**src/rtl/fifo_sync_param_if.sv**
```systemverilog
// Handshake bundle for fifo_sync_param: write side, read side, flush and status.
// The slave modport is the FIFO itself; the master modport is the producer/consumer side.
interface fifo_sync_param_if #(
  parameter int unsigned DATA_WIDTH = 8,
  parameter int unsigned ADDR_WIDTH = 4
);
  logic                  flush;
  logic                  wr_en;
  logic [DATA_WIDTH-1:0] wr_data;
  logic                  full;
  logic                  almost_full;
  logic                  wr_ovf;
  logic                  rd_en;
  logic [DATA_WIDTH-1:0] rd_data;
  logic                  rd_valid;
  logic                  empty;
  logic                  almost_empty;
  logic                  rd_udf;
  logic [ADDR_WIDTH:0]   count;

  modport master (
    output flush, wr_en, wr_data, rd_en,
    input  full, almost_full, wr_ovf, rd_data, rd_valid, empty, almost_empty, rd_udf, count
  );

  modport slave (
    input  flush, wr_en, wr_data, rd_en,
    output full, almost_full, wr_ovf, rd_data, rd_valid, empty, almost_empty, rd_udf, count
  );
endinterface

```
**src/rtl/fifo_sync_param.sv**
```systemverilog
// Single-clock FIFO with occupancy count, almost-full/empty thresholds, overflow/underflow
// pulses, synchronous flush and a standard (registered) or first-word-fall-through read port.
module fifo_sync_param #(
  parameter int unsigned DATA_WIDTH = 8,
  parameter int unsigned ADDR_WIDTH = 4,
  parameter int unsigned AF_LEVEL   = 2,
  parameter int unsigned AE_LEVEL   = 2,
  parameter int unsigned READ_MODE  = 0
) (
  input logic              clk,
  input logic              rst_n,
  fifo_sync_param_if.slave bus_io
);

  localparam int unsigned DEPTH = 2 ** ADDR_WIDTH;

  typedef logic [ADDR_WIDTH:0]   cnt_t;
  typedef logic [ADDR_WIDTH-1:0] ptr_t;

  localparam cnt_t CntFull = cnt_t'(DEPTH);
  localparam cnt_t CntAf   = cnt_t'(DEPTH - AF_LEVEL);
  localparam cnt_t CntAe   = cnt_t'(AE_LEVEL);
  localparam cnt_t CntOne  = cnt_t'(1);

  logic [DATA_WIDTH-1:0] mem_q [DEPTH];

  ptr_t wr_ptr_q, wr_ptr_d;
  ptr_t rd_ptr_q, rd_ptr_d;
  cnt_t count_q, count_d;
  logic wr_ovf_q, wr_ovf_d;
  logic rd_udf_q, rd_udf_d;

  logic full, empty;
  logic wr_acc, rd_acc;

  assign full  = (count_q == CntFull);
  assign empty = (count_q == '0);

  // Acceptance uses pre-edge flags; flush masks both sides and suppresses the error pulses.
  assign wr_acc = bus_io.wr_en & ~full & ~bus_io.flush;
  assign rd_acc = bus_io.rd_en & ~empty & ~bus_io.flush;

  always_comb begin
    wr_ptr_d = wr_ptr_q;
    rd_ptr_d = rd_ptr_q;
    count_d  = count_q;
    wr_ovf_d = bus_io.wr_en & full & ~bus_io.flush;
    rd_udf_d = bus_io.rd_en & empty & ~bus_io.flush;
    if (bus_io.flush) begin
      wr_ptr_d = '0;
      rd_ptr_d = '0;
      count_d  = '0;
    end else begin
      if (wr_acc) wr_ptr_d = wr_ptr_q + ptr_t'(1);
      if (rd_acc) rd_ptr_d = rd_ptr_q + ptr_t'(1);
      case ({wr_acc, rd_acc})
        2'b10:   count_d = count_q + CntOne;
        2'b01:   count_d = count_q - CntOne;
        default: count_d = count_q;
      endcase
    end
  end

  always_ff @(posedge clk or negedge rst_n) begin
    if (!rst_n) begin
      wr_ptr_q <= '0;
      rd_ptr_q <= '0;
      count_q  <= '0;
      wr_ovf_q <= 1'b0;
      rd_udf_q <= 1'b0;
    end else begin
      wr_ptr_q <= wr_ptr_d;
      rd_ptr_q <= rd_ptr_d;
      count_q  <= count_d;
      wr_ovf_q <= wr_ovf_d;
      rd_udf_q <= rd_udf_d;
    end
  end

  // Storage is deliberately left out of reset.
  always_ff @(posedge clk) begin
    if (wr_acc) mem_q[wr_ptr_q] <= bus_io.wr_data;
  end

  assign bus_io.count        = count_q;
  assign bus_io.full         = full;
  assign bus_io.empty        = empty;
  assign bus_io.almost_full  = (count_q >= CntAf);
  assign bus_io.almost_empty = (count_q <= CntAe);
  assign bus_io.wr_ovf       = wr_ovf_q;
  assign bus_io.rd_udf       = rd_udf_q;

  if (READ_MODE == 1) begin : g_fwft
    assign bus_io.rd_data  = mem_q[rd_ptr_q];
    assign bus_io.rd_valid = ~empty;
  end else begin : g_std
    logic [DATA_WIDTH-1:0] rd_data_q;
    logic                  rd_valid_q;

    always_ff @(posedge clk or negedge rst_n) begin
      if (!rst_n) begin
        rd_data_q  <= '0;
        rd_valid_q <= 1'b0;
      end else begin
        rd_valid_q <= rd_acc;
        if (rd_acc) rd_data_q <= mem_q[rd_ptr_q];
      end
    end

    assign bus_io.rd_data  = rd_data_q;
    assign bus_io.rd_valid = rd_valid_q;
  end

endmodule

```
**src/flat_wrapper.sv**
```systemverilog
// flat-port wrapper written by rule: the top's interface ports become plain ports
module fifo_sync_param_flat 
#(
  parameter int unsigned DATA_WIDTH = 8,
  parameter int unsigned ADDR_WIDTH = 4,
  parameter int unsigned AF_LEVEL   = 2,
  parameter int unsigned AE_LEVEL   = 2,
  parameter int unsigned READ_MODE  = 0
)
  (clk, rst_n, bus_io_flush, bus_io_wr_en, bus_io_wr_data, bus_io_rd_en, bus_io_full, bus_io_almost_full, bus_io_wr_ovf, bus_io_rd_data, bus_io_rd_valid, bus_io_empty, bus_io_almost_empty, bus_io_rd_udf, bus_io_count);
  fifo_sync_param_if #(.DATA_WIDTH(DATA_WIDTH), .ADDR_WIDTH(ADDR_WIDTH)) bus_io_i ();
  input logic clk;
  input logic rst_n;
  input wire logic [$bits(bus_io_i.flush)-1:0] bus_io_flush;
  input wire logic [$bits(bus_io_i.wr_en)-1:0] bus_io_wr_en;
  input wire logic [$bits(bus_io_i.wr_data)-1:0] bus_io_wr_data;
  input wire logic [$bits(bus_io_i.rd_en)-1:0] bus_io_rd_en;
  output wire logic [$bits(bus_io_i.full)-1:0] bus_io_full;
  output wire logic [$bits(bus_io_i.almost_full)-1:0] bus_io_almost_full;
  output wire logic [$bits(bus_io_i.wr_ovf)-1:0] bus_io_wr_ovf;
  output wire logic [$bits(bus_io_i.rd_data)-1:0] bus_io_rd_data;
  output wire logic [$bits(bus_io_i.rd_valid)-1:0] bus_io_rd_valid;
  output wire logic [$bits(bus_io_i.empty)-1:0] bus_io_empty;
  output wire logic [$bits(bus_io_i.almost_empty)-1:0] bus_io_almost_empty;
  output wire logic [$bits(bus_io_i.rd_udf)-1:0] bus_io_rd_udf;
  output wire logic [$bits(bus_io_i.count)-1:0] bus_io_count;
  assign bus_io_i.flush = bus_io_flush;
  assign bus_io_i.wr_en = bus_io_wr_en;
  assign bus_io_i.wr_data = bus_io_wr_data;
  assign bus_io_i.rd_en = bus_io_rd_en;
  assign bus_io_full = bus_io_i.full;
  assign bus_io_almost_full = bus_io_i.almost_full;
  assign bus_io_wr_ovf = bus_io_i.wr_ovf;
  assign bus_io_rd_data = bus_io_i.rd_data;
  assign bus_io_rd_valid = bus_io_i.rd_valid;
  assign bus_io_empty = bus_io_i.empty;
  assign bus_io_almost_empty = bus_io_i.almost_empty;
  assign bus_io_rd_udf = bus_io_i.rd_udf;
  assign bus_io_count = bus_io_i.count;
  fifo_sync_param #(.DATA_WIDTH(DATA_WIDTH), .ADDR_WIDTH(ADDR_WIDTH), .AF_LEVEL(AF_LEVEL), .AE_LEVEL(AE_LEVEL), .READ_MODE(READ_MODE)) u_core (.clk(clk), .rst_n(rst_n), .bus_io(bus_io_i));
endmodule
```
**config.mk**
```make
export PLATFORM = sky130hd
export DESIGN_NAME = fifo_sync_param_flat
export DESIGN_NICKNAME = d
export VERILOG_FILES = /design/src/rtl/fifo_sync_param_if.sv /design/src/rtl/fifo_sync_param.sv /design/src/flat_wrapper.sv
export SDC_FILE = /design/constraint.sdc
export NUM_CORES = 1
export LEC_CHECK = 0
export BUFFER_PORTS_ARGS = -buffer_cell sky130_fd_sc_hd__buf_2
export CELL_PAD_IN_SITES_DETAIL_PLACEMENT = 0
export CELL_PAD_IN_SITES_GLOBAL_PLACEMENT = 1
export CORE_MARGIN = 10
export CORE_UTILIZATION = 52
export DETAILED_ROUTE_END_ITERATION = 6
export PLACE_DENSITY = 0.87
export SLEW_MARGIN = 20
export SYNTH_ARGS = -nofsm -noshare
export SYNTH_HDL_FRONTEND = slang
export SYNTH_SLANG_ARGS = --single-unit
export TNS_END_PERCENT = 50
```
**constraint.sdc**
```tcl
create_clock -name clk -period 3.1 [get_ports clk]
set_clock_uncertainty 0.2 [all_clocks]
set_input_delay 0.31 -clock clk [delete_from_list [all_inputs] [get_ports clk]]
set_output_delay 0.31 -clock clk [all_outputs]
set_load 0.005 [all_outputs]
```
== After elaboration in Yosys (flattened, before gate mapping) ==
Memories as Yosys holds them, arrays and structs flattened. A register that Yosys moved wholly into a read port is not among the register bits.
Index checks and enable logic that the tools add are counted.

* Flip-flop bits (word level): 16
* Memory bits (writable): 128
* Input bits: 13
* Memories: 1
* Logic and storage cells: 40
* Output and inout bits: 20

{| class="wikitable"
|+ Memory list
! name !! depth !! bits a word !! read ports !! clocked after Yosys merged registers in !! wr ports !! line !! source
|-
| u_core.mem_q || 16 || 8 || 1 || 1 || 1 || fifo_sync_param.sv:25 || <nowiki>logic [DATA_WIDTH-1:0] mem_q [DEPTH];</nowiki>
|}

* Bitwise gates (word level): 11
* Reductions and logical operators: 5
* Equality and inequality tests: 3
* Mux-type cells: 8
* Magnitude comparators: 2
* Add/sub/neg operators: 4

{| class="wikitable"
|+ Operators by type and width
! operator !! count
|-
| $mux 4 || 4
|-
| $pmux 5 s2 || 1
|-
| $add 4x1->4 const B || 2
|-
| $and 1x1->1 || 8
|-
| $add 5x1->5 const B || 1
|-
| $eq 5x5->1 const B || 1
|-
| $ge 5x4->1 const B || 1
|-
| $le 5x2->1 const B || 1
|-
| $logic_not 5->1 || 1
|-
| $mux 5 || 1
|-
| $sub 5x1->5 const B || 1
|-
| $reduce_bool 2->1 || 2
|-
| $not 1->1 || 3
|-
| $reduce_bool 3->1 || 1
|-
| $eq 2x1->1 const B || 1
|-
| $eq 2x2->1 const B || 1
|-
| $mux 1 || 2
|-
| $logic_not 1->1 || 1
|}

== Logic depth before layout (Yosys ltp) ==
* Word-level depth: 7
* Gate-level depth with buffers: 10
* Mapped depth without buffers: 9

== Worst setup path after synthesis ==
Ideal clock, no wire load.

* Path type: reg-to-reg
* Start point: register u_core.count_q[2] (netlist: u_core.bus_io.count[2])
* End point: register u_core.count_q[4] (netlist: u_core.bus_io.count[4])
* Path buffers: 1
* Setup time: 0.126 ns
* Period minus slack after synthesis: 2.780 ns
* Data required time: 2.774 ns
* Data arrival time: 2.454 ns
* Path slack: 0.320 ns
* Cell stages (with the launch flop): 10
* Cell sequence: dfrtp_1 buf_6 nor4_4 mux2i_2 xor2_1 ha_1 or3_1 a21oi_1 mux2i_1 a221o_1

* Longest elaborated chain between the ends: 7
* Elaborated cells between the ends (all ways): 15
* Classes of those cells: 2 x add/sub; 3 x eq/ne; 2 x mux; 6 x bitwise; 2 x reduce/logical

{| class="wikitable"
|+ RTL lines
! what !! line !! source
|-
| start, declared || fifo_sync_param.sv:29 || <nowiki>cnt_t count_q, count_d;</nowiki>
|-
| start signal, assigned || fifo_sync_param.sv:74 || <nowiki>count_q <= count_d;</nowiki>
|-
| $eq 5x5->1 or $logic_not 5->1 (tied branches) || fifo_sync_param.sv:36, fifo_sync_param.sv:37 ||
|-
| $not 1->1, on equally long branches || fifo_sync_param.sv:40, fifo_sync_param.sv:41 ||
|-
| $and 1x1->1, on equally long branches (2 in a row) || fifo_sync_param.sv:40, fifo_sync_param.sv:41 ||
|-
| $eq 2x1->1 or $eq 2x2->1 (tied branches) || fifo_sync_param.sv:56 || <nowiki>case ({wr_acc, rd_acc})</nowiki>
|-
| $pmux 5 s2 || fifo_sync_param.sv:56 ||
|-
| $mux 5 || fifo_sync_param.sv:49 || <nowiki>if (bus_io.flush) begin</nowiki>
|}

Parallel ways exist; a longest one is shown, timed or not.
A chain may end at the register's enable or synchronous reset.

== Final worst setup path ==
Same ends and word-level chain as after synthesis.

==> parameters.txt <==
Parameter                              Value

Outcome
  Status    finished, final reports clean

STA
  Minimum setup slack in the final design    0.2486 ns
  Endpoints failing setup    0
  Unrepaired setup endpoints after global routing    false
  Slew of the pin with the lowest slew margin    1.037 ns
  Final total negative setup slack    0 ns
  Shortest clock period the worst path allows after layout    2.851 ns
  Final hold violation count    0
  Max-slew violation count    0
  Worst-case headroom to the max-slew limit    0.3088
  Hold_ws    0.07305 ns
  Fraction of the cycle the final worst path needs    0.9198
  Maximum achievable frequency    0.3507 GHz

Synthesis
  Primary flip-flop cell chosen by synthesis mapping    edfxtp_1
  Yosys cell types    40
  Synth Instances    342
  Cell type with the largest total area after synthesis    edfxtp_1
  Area fraction of the dominant cell type after synthesis    0.6181
  Number of synthesized register bits    152
  Portion of the post-synthesis area used by sequential elements    0.7147
  Netlist area before placement    6218 sq um
  Cell types occupying the most area after synthesis    edfxtp_1 (62%), mux4_2 (12%), dfrtp_1 (9.7%), mux2i_1 (2.9%), nor2_1 (2.2%)
  Synthesis warning total    0
  Async set or reset register ratio after synthesis    0.1579
  Top-count cell post-synth    edfxtp_1
  Synthesized net count    362
  Average cell area after synthesis    18.18 sq um
  Most numerous cell types in the synthesized netlist    edfxtp_1 (128), nor2_1 (36), mux4_2 (32)
  Count of flip-flops with a built-in enable after synthesis    128

Setup path
  Cells on worst reg2reg path    9
  Setup Crit Path Kind    flop to flop
  Stages on the worst setup path    9
  Worst path top cell family by delay    simple AND/OR/NAND/NOR gates
  CP cell instances    nor4_4 -> mux2i_2 -> xor2_1 -> ha_1 -> or3_1 -> a21oi_1 -> mux2i_1 -> nor4_1 -> a221o_1
  Endpoint class of the critical path    flop
  Buffers & Inverters on Critical Path    0
  CP Max Fanout    10
  Destination of the worst register-to-register timing path    u_core.bus_io.count[4]
  Setup slack on the worst flop-to-flop path    0.25 ns
  Critical path startpoint category    flop
  Launch point of the worst reg-to-reg path    u_core.bus_io.count[2]
  Worst Setup EP    u_core.bus_io.count[4]
  Slowest cell on crit path    nor4_4
  Critical Path AT    3.01 ns
  WP data required    3.26 ns
  Delay of the slowest cell on the worst path    0.53 ns
  Setup crit start    u_core.bus_io.count[2]

Cells and area
  Number of nets in the layout    417
  Area of the multi-input gates    1655 sq um
  Sequential cell area    4446 sq um
  Growth of design area from synthesis to finish    16.02%
  Number of filler cells placed in the layout    792
  Share of post-route cells with drive strength above 1    0.3098
  Antenna fix cells    0

Die
  Total Die Area    16730 sq um
  Overall die height    129.4 microns
  Starting density of the core    0.5377
  Die X-Extent    129.4 microns
  Num rows    39
  IO Pins    33
  Total core area    11560 sq um

Clock network
  H-tree levels    4
  Sinks on the clock net    152
  Worst-Skew Late Latency    0.43 ns
  Number of buffers added by the clock tree synthesis step    17
  Clock tree root buffer cell    clkbuf_16
  CTS tree    yes
  Maximum buffer depth of the clock tree    2
  Post CTS Setup Buffer Count    0
  Clock transition at the registers of the reported paths    0.06 ns

GRT
  Vias in the first global route    3368
  Initial antenna violation count    0
  Largest net degree at the start of global routing    36
  Overall overflow remaining after global route    0
  First-pass GRT wire length    19280 microns
  Total global-route track usage    0.1568

Min path
  Worst min-delay path class    primary input to flop
  Min-Delay Startpoint    bus_io_wr_data[3]

Placed design
  Global placement routability congestion    0.8346
  Minimum setup slack after placement    0.2432 ns
  Dpl hpwl    7816 microns
  PortBufs    32

Pwr
  Total power of the final layout    0.005737 W
  Clock network power share    0.350
  Switch share    0.2776
  Ratio of total power to cell area    795.2 nW/um^2
  Net switching power    0.001593 W
  Max rail drop VDD    0.0006232 V
  Static leakage    2.467 nW
  Relative contribution of sequential cells to total power    0.438
  Part of the power in combinational logic    0.211
  Internal Power    0.004144 W

Route
  Iteration-0 DRC count of the detailed router    328
  Vias post-DR    3214
  Mean routed wirelength per cell    22.54 microns
  Wire length reported by the detailed router    12470 microns
  TritonRoute pass-1 iters    4
  Drt via density    5.812
  Remaining antenna violation count after routing    0
  Remaining design rule violation count    0

Job
  Number of maximum-capacitance constraint violations    0
## layout by cell type, fill, tap and decap left out, types with 2 or more instances in the layout
| cell | netlist | final |
|---|---|---|
| mux4_2 | 32 | 32 |
| a221oi_1 | 8 | 8 |
| nor2_1 | 36 | 36 |
| or3_1 | 2 | 2 |
| ha_1 | 7 | 7 |
| clkbuf_16 | 0 | 17 |
| mux2i_1 | 18 | 18 |
| inv_6 | 0 | 3 |
| a31o_2 | 2 | 2 |
| o21ai_0 | 3 | 3 |
| bufinv_16 | 0 | 2 |
| nand3_1 | 3 | 3 |
| clkinv_4 | 0 | 3 |
| dlygate4sd3_1 | 0 | 3 |
| a21oi_1 | 5 | 5 |
| buf_2 | 8 | 32 |
| nand2_1 | 13 | 13 |
| clkinv_2 | 1 | 3 |
| a221o_1 | 2 | 2 |
| clkinvlp_4 | 0 | 3 |
| dfrtp_1 | 24 | 23 |
| xor2_1 | 6 | 6 |
| inv_1 | 3 | 3 |
| nor4_1 | 2 | 2 |
| nand2b_1 | 4 | 4 |
| nor3_1 | 5 | 4 |
| buf_4 | 1 | 20 |
| edfxtp_1 | 128 | 128 |
| nor2b_1 | 2 | 2 |
| nand3b_1 | 3 | 3 |
## layer usage
metal / vias up / track usage / wire length (microns)
li1: 1465 / - / -
met1: 1640 / 0.2006 / 5258
met2: 100 / 0.2509 / 6220
met3: 9 / 0.03915 / 864
met4: 0 / 0.06689 / 122
met5: - / 0 / 0
## cell families (layout without fill, tap and decap cells)
logic type      after synthesis  count (layout)  synth area share
fa+ha+maj                     7               7           0.01408
simple gates                 77              77           0.06157
compound gates               24              24           0.03099
xor+xnor                      7               7          0.009859
buf+inv                      23              91           0.01992
mux                          52              52            0.1489
flops                       152             152            0.7147
## metrics by stage
step / cells / utilization / cell area (sq um)
global route: 553 / 0.6238 / 7214
finish: 553 / 0.6238 / 7214
CTS: 553 / 0.6234 / 7209
detailed placement: 518 / 0.5708 / 6601
global placement: 518 / 0.5708 / 6601
floorplan: 342 / - / 6218
## sequential cells by signal, indices dropped and copies added (netlist names)
register and cells:
u_core.mem_q 128, u_core.bus_io.rd_data 8, u_core.bus_io.count 5, u_core.rd_ptr_q 4, u_core.wr_ptr_q 4, u_core.bus_io.rd_udf 1, u_core.bus_io.rd_valid 1, u_core.bus_io.wr_ovf 1
## power groups by stage
| stage | combinational, W | clock (W) | sequential (W) |
|---|---|---|---|
| after global routing | 0.00134 | 0.00212 | 0.00254 |
| after detailed placement | 0.00122 | 0 | 0.00256 |
| after CTS | 0.00124 | 0.00204 | 0.00252 |
| after global placement | 0.00120 | 0 | 0.00255 |
| after floorplan | 0.000932 | 0 | 0.00247 |
| final | 0.00121 | 0.00201 | 0.00251 |
## area by class of cell
| type | count | area share |
|---|---|---|
| multi-input combinational | 167 | 0.2294 |
| tap | 143 | 0.02480 |
| clock buffer | 18 | 0.05949 |
| inverter | 4 | 0.002255 |
| clock inverter | 14 | 0.02064 |
| timing repair buffer | 55 | 0.04717 |
| sequential | 152 | 0.6162 |
## how the worst min path moves through the flow
stage	cells past startpoint	slack [ns]	to
4_1_cts	1	0.06	u_core.mem_q[11][4]
3_5_place_dp	1	0.13	u_core.bus_io.count[3]
2_1_floorplan	0	-0.19	u_core.bus_io.count[0]
5_1_grt	1	0.08	u_core.mem_q[11][3]
3_3_place_gp	1	0.13	u_core.bus_io.count[3]
6_report	1	0.07	u_core.mem_q[12][3]
## timing repair
action / 4_1_cts / 5_1_grt
gates resized for setup: 0 / 0
endpoints found under the hold margin: 26 / 0
hold buffers: 3 / 0
Note: power is estimated with default switching activity, not from simulation.
